===== src/rtl/pc_unit_pkg.sv =====
// pc_unit_pkg: shared types and default parameter values for the PC unit.
`default_nettype none

package pc_unit_pkg;

  typedef enum logic [1:0] {
    ST_BOOT = 2'd0,
    ST_RUN  = 2'd1,
    ST_HOLD = 2'd2
  } pc_state_e;

  // Encoded so that a numerically larger value wins arbitration.
  typedef enum logic [2:0] {
    SRC_NONE = 3'd0,
    SRC_RET  = 3'd1,
    SRC_JMP  = 3'd2,
    SRC_BR   = 3'd3,
    SRC_TRAP = 3'd4
  } redir_src_e;

  localparam int          DEF_XLEN      = 32;
  localparam int          DEF_INC       = 4;
  localparam logic [31:0] DEF_RESET_VEC = 32'h0000_0000;
  localparam logic [31:0] DEF_TRAP_VEC  = 32'h0000_0080;
  localparam int          DEF_RAS_DEPTH = 4;

endpackage

`default_nettype wire


===== src/rtl/pc_ras.sv =====
// pc_ras: circular return-address stack; a push when full overwrites the oldest entry.
`default_nettype none

module pc_ras #(
  parameter int XLEN  = 32,
  parameter int DEPTH = 4
) (
  input  logic                       clk,
  input  logic                       rst_n,
  input  logic                       clear,
  input  logic                       push,
  input  logic                       pop,
  input  logic [XLEN-1:0]            push_data,
  output logic [XLEN-1:0]            top,
  output logic [$clog2(DEPTH):0]     count,
  output logic                       empty,
  output logic                       full
);

  localparam int PW = $clog2(DEPTH);

  logic [XLEN-1:0] stack [DEPTH];
  logic [PW-1:0]   top_ptr;
  logic            do_pop;

  assign empty  = (count == '0);
  assign full   = (count == (PW+1)'(DEPTH));
  assign top    = stack[top_ptr];
  assign do_pop = pop && !empty;

  always_ff @(posedge clk or negedge rst_n) begin
    if (!rst_n) begin
      top_ptr <= '0;
      count   <= '0;
      for (int i = 0; i < DEPTH; i++) stack[i] <= '0;
    end else if (clear) begin
      count <= '0;
    end else if (push && do_pop) begin
      // Pop-then-push collapses into an in-place rewrite of the top slot.
      stack[top_ptr] <= push_data;
    end else if (push) begin
      stack[top_ptr + PW'(1)] <= push_data;
      top_ptr <= top_ptr + PW'(1);
      if (!full) count <= count + (PW+1)'(1);
    end else if (do_pop) begin
      top_ptr <= top_ptr - PW'(1);
      count   <= count - (PW+1)'(1);
    end
  end

endmodule

`default_nettype wire


===== src/rtl/pc_unit.sv =====
// pc_unit: fetch PC generator with prioritized redirects, stall-time pending
// redirect capture, misalignment trapping and a return-address stack.
`default_nettype none

module pc_unit
  import pc_unit_pkg::*;
#(
  parameter int              XLEN      = DEF_XLEN,
  parameter int              INC       = DEF_INC,
  parameter logic [XLEN-1:0] RESET_VEC = XLEN'(DEF_RESET_VEC),
  parameter logic [XLEN-1:0] TRAP_VEC  = XLEN'(DEF_TRAP_VEC),
  parameter int              RAS_DEPTH = DEF_RAS_DEPTH
) (
  input  logic            clk,
  input  logic            rst_n,
  input  logic            stall,
  input  logic            trap,
  input  logic            br_taken,
  input  logic [XLEN-1:0] br_target,
  input  logic            jmp,
  input  logic [XLEN-1:0] jmp_target,
  input  logic            call,
  input  logic [XLEN-1:0] call_ret_addr,
  input  logic            ret,
  output logic [XLEN-1:0] pc_out,
  output logic            pc_valid,
  output logic            redirect_pend,
  output logic            ras_empty,
  output logic            ras_full,
  output logic            ras_uflow,
  output logic            misalign
);

  pc_state_e                  state, state_nxt;
  redir_src_e                 cand_src, pend_src;
  logic [XLEN-1:0]            cand_tgt, cand_fix, pend_tgt, ras_top;
  logic [$clog2(RAS_DEPTH):0] ras_count;
  logic                       ret_hit, cand_bad, accept;

  assign ret_hit = ret && (ras_count != '0);

  pc_ras #(
    .XLEN  (XLEN),
    .DEPTH (RAS_DEPTH)
  ) u_ras (
    .clk       (clk),
    .rst_n     (rst_n),
    .clear     (trap),
    .push      (call),
    .pop       (ret_hit),
    .push_data (call_ret_addr),
    .top       (ras_top),
    .count     (ras_count),
    .empty     (ras_empty),
    .full      (ras_full)
  );

  always_comb begin
    cand_src = SRC_NONE;
    cand_tgt = '0;
    if (trap) begin
      cand_src = SRC_TRAP;
      cand_tgt = TRAP_VEC;
    end else if (br_taken) begin
      cand_src = SRC_BR;
      cand_tgt = br_target;
    end else if (jmp) begin
      cand_src = SRC_JMP;
      cand_tgt = jmp_target;
    end else if (ret_hit) begin
      cand_src = SRC_RET;
      cand_tgt = ras_top;
    end
    cand_bad = (cand_src != SRC_NONE) && ((cand_tgt % XLEN'(INC)) != '0);
    cand_fix = cand_bad ? TRAP_VEC : cand_tgt;
    // While stalled, a pending redirect yields only to equal or higher priority.
    accept   = (cand_src != SRC_NONE) &&
               (!stall || !redirect_pend || (cand_src >= pend_src));
  end

  always_ff @(posedge clk or negedge rst_n) begin
    if (!rst_n) state <= ST_BOOT;
    else        state <= state_nxt;
  end

  always_comb begin
    state_nxt = state;
    pc_valid  = 1'b0;
    case (state)
      ST_BOOT: state_nxt = ST_RUN;
      ST_RUN: begin
        pc_valid = 1'b1;
        if (stall) state_nxt = ST_HOLD;
      end
      ST_HOLD: begin
        pc_valid = 1'b1;
        if (!stall) state_nxt = ST_RUN;
      end
      default: state_nxt = ST_BOOT;
    endcase
  end

  always_ff @(posedge clk or negedge rst_n) begin
    if (!rst_n) begin
      pc_out        <= RESET_VEC;
      redirect_pend <= 1'b0;
      pend_src      <= SRC_NONE;
      pend_tgt      <= '0;
      misalign      <= 1'b0;
      ras_uflow     <= 1'b0;
    end else begin
      misalign  <= accept && cand_bad;
      ras_uflow <= ret && ras_empty;
      if (stall) begin
        if (accept) begin
          redirect_pend <= 1'b1;
          pend_src      <= cand_src;
          pend_tgt      <= cand_fix;
        end
      end else begin
        redirect_pend <= 1'b0;
        pend_src      <= SRC_NONE;
        if (cand_src != SRC_NONE) pc_out <= cand_fix;
        else if (redirect_pend)   pc_out <= pend_tgt;
        else                      pc_out <= pc_out + XLEN'(INC);
      end
    end
  end

endmodule

`default_nettype wire


===== config.mk =====
export PLATFORM = sky130hd
export DESIGN_NAME = pc_unit
export DESIGN_NICKNAME = d
export VERILOG_FILES = /design/src/rtl/pc_unit_pkg.sv /design/src/rtl/pc_ras.sv /design/src/rtl/pc_unit.sv
export SDC_FILE = /design/constraint.sdc
export NUM_CORES = 1
export LEC_CHECK = 0
export CORE_MARGIN = 3
export CORE_UTILIZATION = 55
export DETAILED_ROUTE_END_ITERATION = 10
export DONT_BUFFER_PORTS = 1
export PLACE_DENSITY = 0.81
export SLEW_MARGIN = 20
export SYNTH_ARGS = -nofsm -noshare
export SYNTH_HDL_FRONTEND = slang
export SYNTH_SLANG_ARGS = --single-unit
export TNS_END_PERCENT = 1

===== constraint.sdc =====
create_clock -name clk -period 8.1 [get_ports clk]
set_clock_uncertainty 0.05 [all_clocks]
set_input_delay 2.43 -clock clk [delete_from_list [all_inputs] [get_ports clk]]
set_output_delay 2.43 -clock clk [all_outputs]
set_load 0.02 [all_outputs]

[Word level (Yosys, flattened, before mapping)]
Index checks and enable logic that the tools add are counted.
Word-level totals
  flip-flop bits (word level): 205
  latch bits: 0
  RAM bits: 0
  ROM bits: 0
  input port bits: 104
  output and inout bits: 38
  logic and storage cells: 100
  memories: 0
Cells by class
  add/sub/neg operators: 5
  $mul: 0
  divide/modulo/power cells: 0
  $lt $le $gt $ge: 5
  equality and inequality tests: 8
  shift-type cells: 0
  multiplexer cells: 37
  bitwise gates (word level): 4
  reductions and logical operators: 28
Operator list (count)
  two-way mux 32 bit: 11
  bitwise mux 128 bit: 2
  two-way mux 128 bit: 2
  demux 32 bit (select 2 bit): 2
  binary-select mux 32 bit (select 2 bit): 1
  adder 32 x 3 -> 32 bit (second input constant): 1
  nonzero test 32 bit: 1
  two-way mux 3 bit: 8
  two-way mux 2 bit: 6
  logical AND 1 bit: 9
  nonzero test 3 bit: 3
  greater-or-equal comparator 3 bit (second input constant): 2
  < comparator 3 x 1 -> 1 bit (second input constant): 2
  inequality test 2 bit (second input constant): 3
  inverter 2 -> 3 bit: 2
  one-hot mux 2 bit (3 select lines): 1
  AND reduction 2 bit: 3
  AND reduction 3 bit: 2
  two-way mux 1 bit: 4
  nonzero test 2 bit: 2
  adder 3 x 1 -> 3 bit (second input constant): 1
  == test 3 bit (second input constant): 1
  greater-or-equal comparator 3 bit: 1
  zero test 1 bit: 3
  12 further kinds: 14

[Longest topological paths before layout]
  depth after elaboration: 12
  depth in mapped cells: 11
  mapped depth without buffers: 9

[Modules after synthesis]
A second synthesis with hierarchy kept.
Unflattened totals
  cells, all modules: 922
  area, all modules: 11010.6 µm²
Modules (own cells, without submodules)
  pc_ras: instances 1, cells an instance 373, area an instance 6276.0 µm², seq. area each 3328.2 µm²
  pc_unit: instances 1, cells an instance 549, area an instance 4734.5 µm², seq. area each 1801.7 µm²

[Worst setup path before layout]
OpenSTA, ideal clock, no wires.
  path type: input port to flip-flop
  start: input port ret
  end: register pend_tgt[24]
  library setup time: 125 ps
  arrival: 4838 ps
  required time: 7925 ps
  setup slack: 3088 ps
  stages: 11
  path through: o31ai_2 nor2_1 clkbuf_1 o21ai_0 ha_1 nand2b_1 a21o_1 a211o_1 nand3_1 clkbuf_1 mux2_2
Between the ends
  word-level cells in the longest chain between the ends: 9
  elaborated cells between the ends (all ways): 17
RTL lines
  start, declared: line pc_unit.sv:24  | input logic ret,
  logical AND 1 bit (*): line pc_unit.sv:40  | assign ret_hit = ret && (ras_count != '0);
  two-way mux 1 bit: line pc_unit.sv:70  | end else if (ret_hit) begin
  two-way mux 2 bit: line pc_unit.sv:67  | end else if (jmp) begin
  two-way mux 2 bit: line pc_unit.sv:64  | end else if (br_taken) begin
  two-way mux 3 bit: line pc_unit.sv:61  | if (trap) begin
  greater-or-equal comparator 3 bit: line pc_unit.sv:78  | (!stall || !redirect_pend || (cand_src >= pend_src));
  logical OR 1 bit: line pc_unit.sv:78
  logical AND 1 bit: line pc_unit.sv:77  | accept = (cand_src != SRC_NONE) &&
  AND reduction 2 bit (no line)
  end signal, assigned: line pc_unit.sv:118  | pend_tgt <= cand_fix;
  end, declared: line pc_unit.sv:36  | logic [XLEN-1:0] cand_tgt, cand_fix, pend_tgt, ras_top;
Mark *: on every way between the ends. The rest lies on a longest branch, timed or not.
A chain may end at the register's enable or synchronous reset.

[Worst setup path after layout]
  start: input port ret
  end: register pend_tgt[16]
The elaborated chain is that of the path after synthesis.

==> flow_summary.json <==
{
  "firstDrtPassIters": 5,
  "vdd_drop_max_mv": 0.225,
  "status": "completed",
  "vias_per_cell": 6.57,
  "crit_fanout": 32,
  "synthDistinctLibCells": 71,
  "setup_viol": 0,
  "cts-resized-gates": 0,
  "min_path_type": "reg2reg",
  "portBuffers": 0,
  "worstMarginPinSlew_ns": 0.991,
  "multi_input_area_sq_um": 5240,
  "cts_tree": "yes",
  "holdWs_ns": 0.442,
  "clock_latency_ns": 0.53,
  "async_flop_share_pct": 100,
  "clkSlewWorstSetupHoldPaths_ns": 0.06,
  "area_growth_pct": 8.99,
  "critical-path-max-stage-delay_ns": 0.42,
  "syn_nets": 1017,
  "critPathMostFrequentCell": "buf_4",
  "die_w_um": 145,
  "hold_viol": 0,
  "synth.area.top_cells": "dfrtp_1 48%, mux2_2 16%, mux4_2 6.6%",
  "fillers": 1491,
  "clk_path_buf_depth": 3,
  "p_per_area_nw_per_um2": 338,
  "wl_per_cell_um": 23.2,
  "initial_core_util_pct": 56.4,
  "die_h_um": 145,
  "p_leak_nw": 4.72,
  "crit_chain": "o31ai_2 -> buf_4 -> nor2_1 -> buf_4 -> o21ai_0 -> ha_1 -> nand2b_1 -> a21o_1 -> a211o_1 -> nand3_1 -> buf_4 -> mux2_2",
  "layout_commonest_cell": "dfrtp_1",
  "cts_setup_buffers": 0,
  "required_ns": 8.45,
  "hpwl_um": 17600,
  "slew_headroom_pct": 33.4,
  "nNetsFinal": 991,
  "yosysTopAreaCellShare_pct": 48.1,
  "fmax_mhz": 213,
  "ys.warnings.count": 0,
  "yosysTopAreaCell": "dfrtp_1",
  "cts_hold_buf": 0,
  "drc": 0,
  "path_class": "in2reg",
  "yosysSeqAreaShare_pct": 48.1,
  "syn_area_per_cell_sq_um": 11.9,
  "crit_arrival_ns": 5.05,
  "track_usage_pct": 25.2,
  "grt_pass1_vias": 7773,
  "syn_area_sq_um": 10700,
  "regArea_sq_um": 5130,
  "slowest_stage": "buf_4",
  "routed_wl_um": 26600,
  "setup_ws_ns": 3.40,
  "vias": 7547,
  "rsz0062_at_grt": "false",
  "setup_tns_ns": 0,
  "io_pins": 142,
  "fp-row-count": 50,
  "die_area_sq_um": 21100,
  "min_period_ns": 4.70,
  "synth-edff-count": 0,
  "num_antenna_cells": 0,
  "grt_max_degree": 206,
  "cts_root_buf": "clkbuf_16",
  "drtIter0Drc": 660,
  "drive_gt1_share_pct": 27.7,
  "dpl_worst_slack_ns": 2.89,
  "core_sq_um": 18900,
  "clock_sinks": 205,
  "ctsHtreeMaxLevel": 1,
  "antenna_found_initial": 2,
  "gp_congestion": 0.895,
  "max-cap-violations": 0,
  "synth_flop_cell": "dfrtp_1",
  "synthCells": 899,
  "final_cell_mix": "204 x dfrtp_1, 155 x mux2_2, 58 x nor2_1",
  "ant_nets": 0,
  "drv_slew": 0,
  "grt_pass1_wl_um": 43300,
  "ys_ff_latch": 205,
  "post-route-period-util_pct": 58.0,
  "critPathCaptureType": "register",
  "grt.overflow.total": 0,
  "numCtsBuffers": 23,
  "start_kind": "primary input"
}
Yosys cell counts, drive strengths merged, types with 11 or more instances:
cell type	count
a21oi	22
o21ai	30
a221oi	23
mux4	31
buf	18
nor2	58
clkbuf	46
mux2	155
nand4	12
nor3	37
xnor2	13
inv	15
nor4	11
ha	13
nand2	44
dfrtp	205
nand3	24
registers in the layout, indices dropped and copies added (netlist names):
| register | flops |
|---|---|
| state | 2 |
| u_ras.count | 3 |
| misalign | 1 |
| pend_src | 3 |
| u_ras.top_ptr | 2 |
| pend_tgt | 32 |
| redirect_pend | 1 |
| u_ras.stack | 128 |
| ras_uflow | 1 |
| pc_out | 32 |
cell families (layout without fill, tap and decap cells):
group | count (synthesis) | in the layout | synth area share (%)
multiplexers | 195 | 195 | 23.8
flip-flops | 205 | 205 | 48.1
XOR/XNOR | 15 | 15 | 1.23
adder cells (fa/ha/maj) | 14 | 14 | 1.71
AO/OA/AOI/OAI | 162 | 162 | 11.4
AND/OR/NAND/NOR | 228 | 228 | 10.6
buffers and inverters | 80 | 70 | 3.15
worst max-delay path: cells and delay by family:
kind | cells | cell delay (ns)
buffers and inverters | 3 | 0.87
AO/OA/AOI/OAI | 4 | 0.79
multiplexers | 1 | 0.39
AND/OR/NAND/NOR | 3 | 0.29
adder cells (fa/ha/maj) | 1 | 0.26
stage by stage:
| step | util [%] | instances | total power, W | area, sq um |
|---|---|---|---|---|
| after floorplan | - | 899 | 0.00259 | 10700 |
| after global placement | 57.4 | 1108 | 0.00281 | 10900 |
| after detailed placement | 57.4 | 1108 | 0.00289 | 10900 |
| after CTS | 61.5 | 1149 | 0.00394 | 11600 |
| after global routing | 61.5 | 1149 | 0.00413 | 11600 |
| final | 61.5 | 1149 | 0.00392 | 11600 |
power by group:
| part | total [W] | internal (W) | switching, W |
|---|---|---|---|
| registers | 0.00166 | 0.00141 | 0.000252 |
| logic | 0.00122 | 0.000685 | 0.000537 |
| clock network | 0.00104 | 0.000621 | 0.000422 |
| total | 0.00392 | 0.00271 | 0.00121 |
final timing paths:
check	from	end	slack, ns	cells past startpoint
setup / recovery	ret	pend_tgt[16]	3.40	12
hold / removal	pend_tgt[1]	pend_tgt[1]	0.44	1
setup reg to reg	u_ras.count[1]	pend_tgt[16]	4.64	12
hold reg to reg	pend_tgt[1]	pend_tgt[1]	0.44	1
max in group asynchronous	rst_n	u_ras.top_ptr[0]	6.11	0
min in group asynchronous	rst_n	pc_out[26]	1.56	0
routing by layer:
metal / track usage (%) / vias to the layer above / share of wire [%]
li1: - / 3351 / -
met1: 33.6 / 3829 / 41
met2: 39.1 / 297 / 47
met5: 0 / - / 0.11
met3: 8.78 / 66 / 9.1
met4: 8.36 / 4 / 3.4
final cells by class:
cell class | instances | area share, %
sequential | 205 | 44.2
tap | 260 | 2.80
clock buffer | 34 | 5.91
inverter | 16 | 0.517
clock inverter | 7 | 0.668
timing repair buffer | 13 | 0.840
multi-input combinational | 614 | 45.1
No activity file was read; power rests on OpenSTA's default activity.
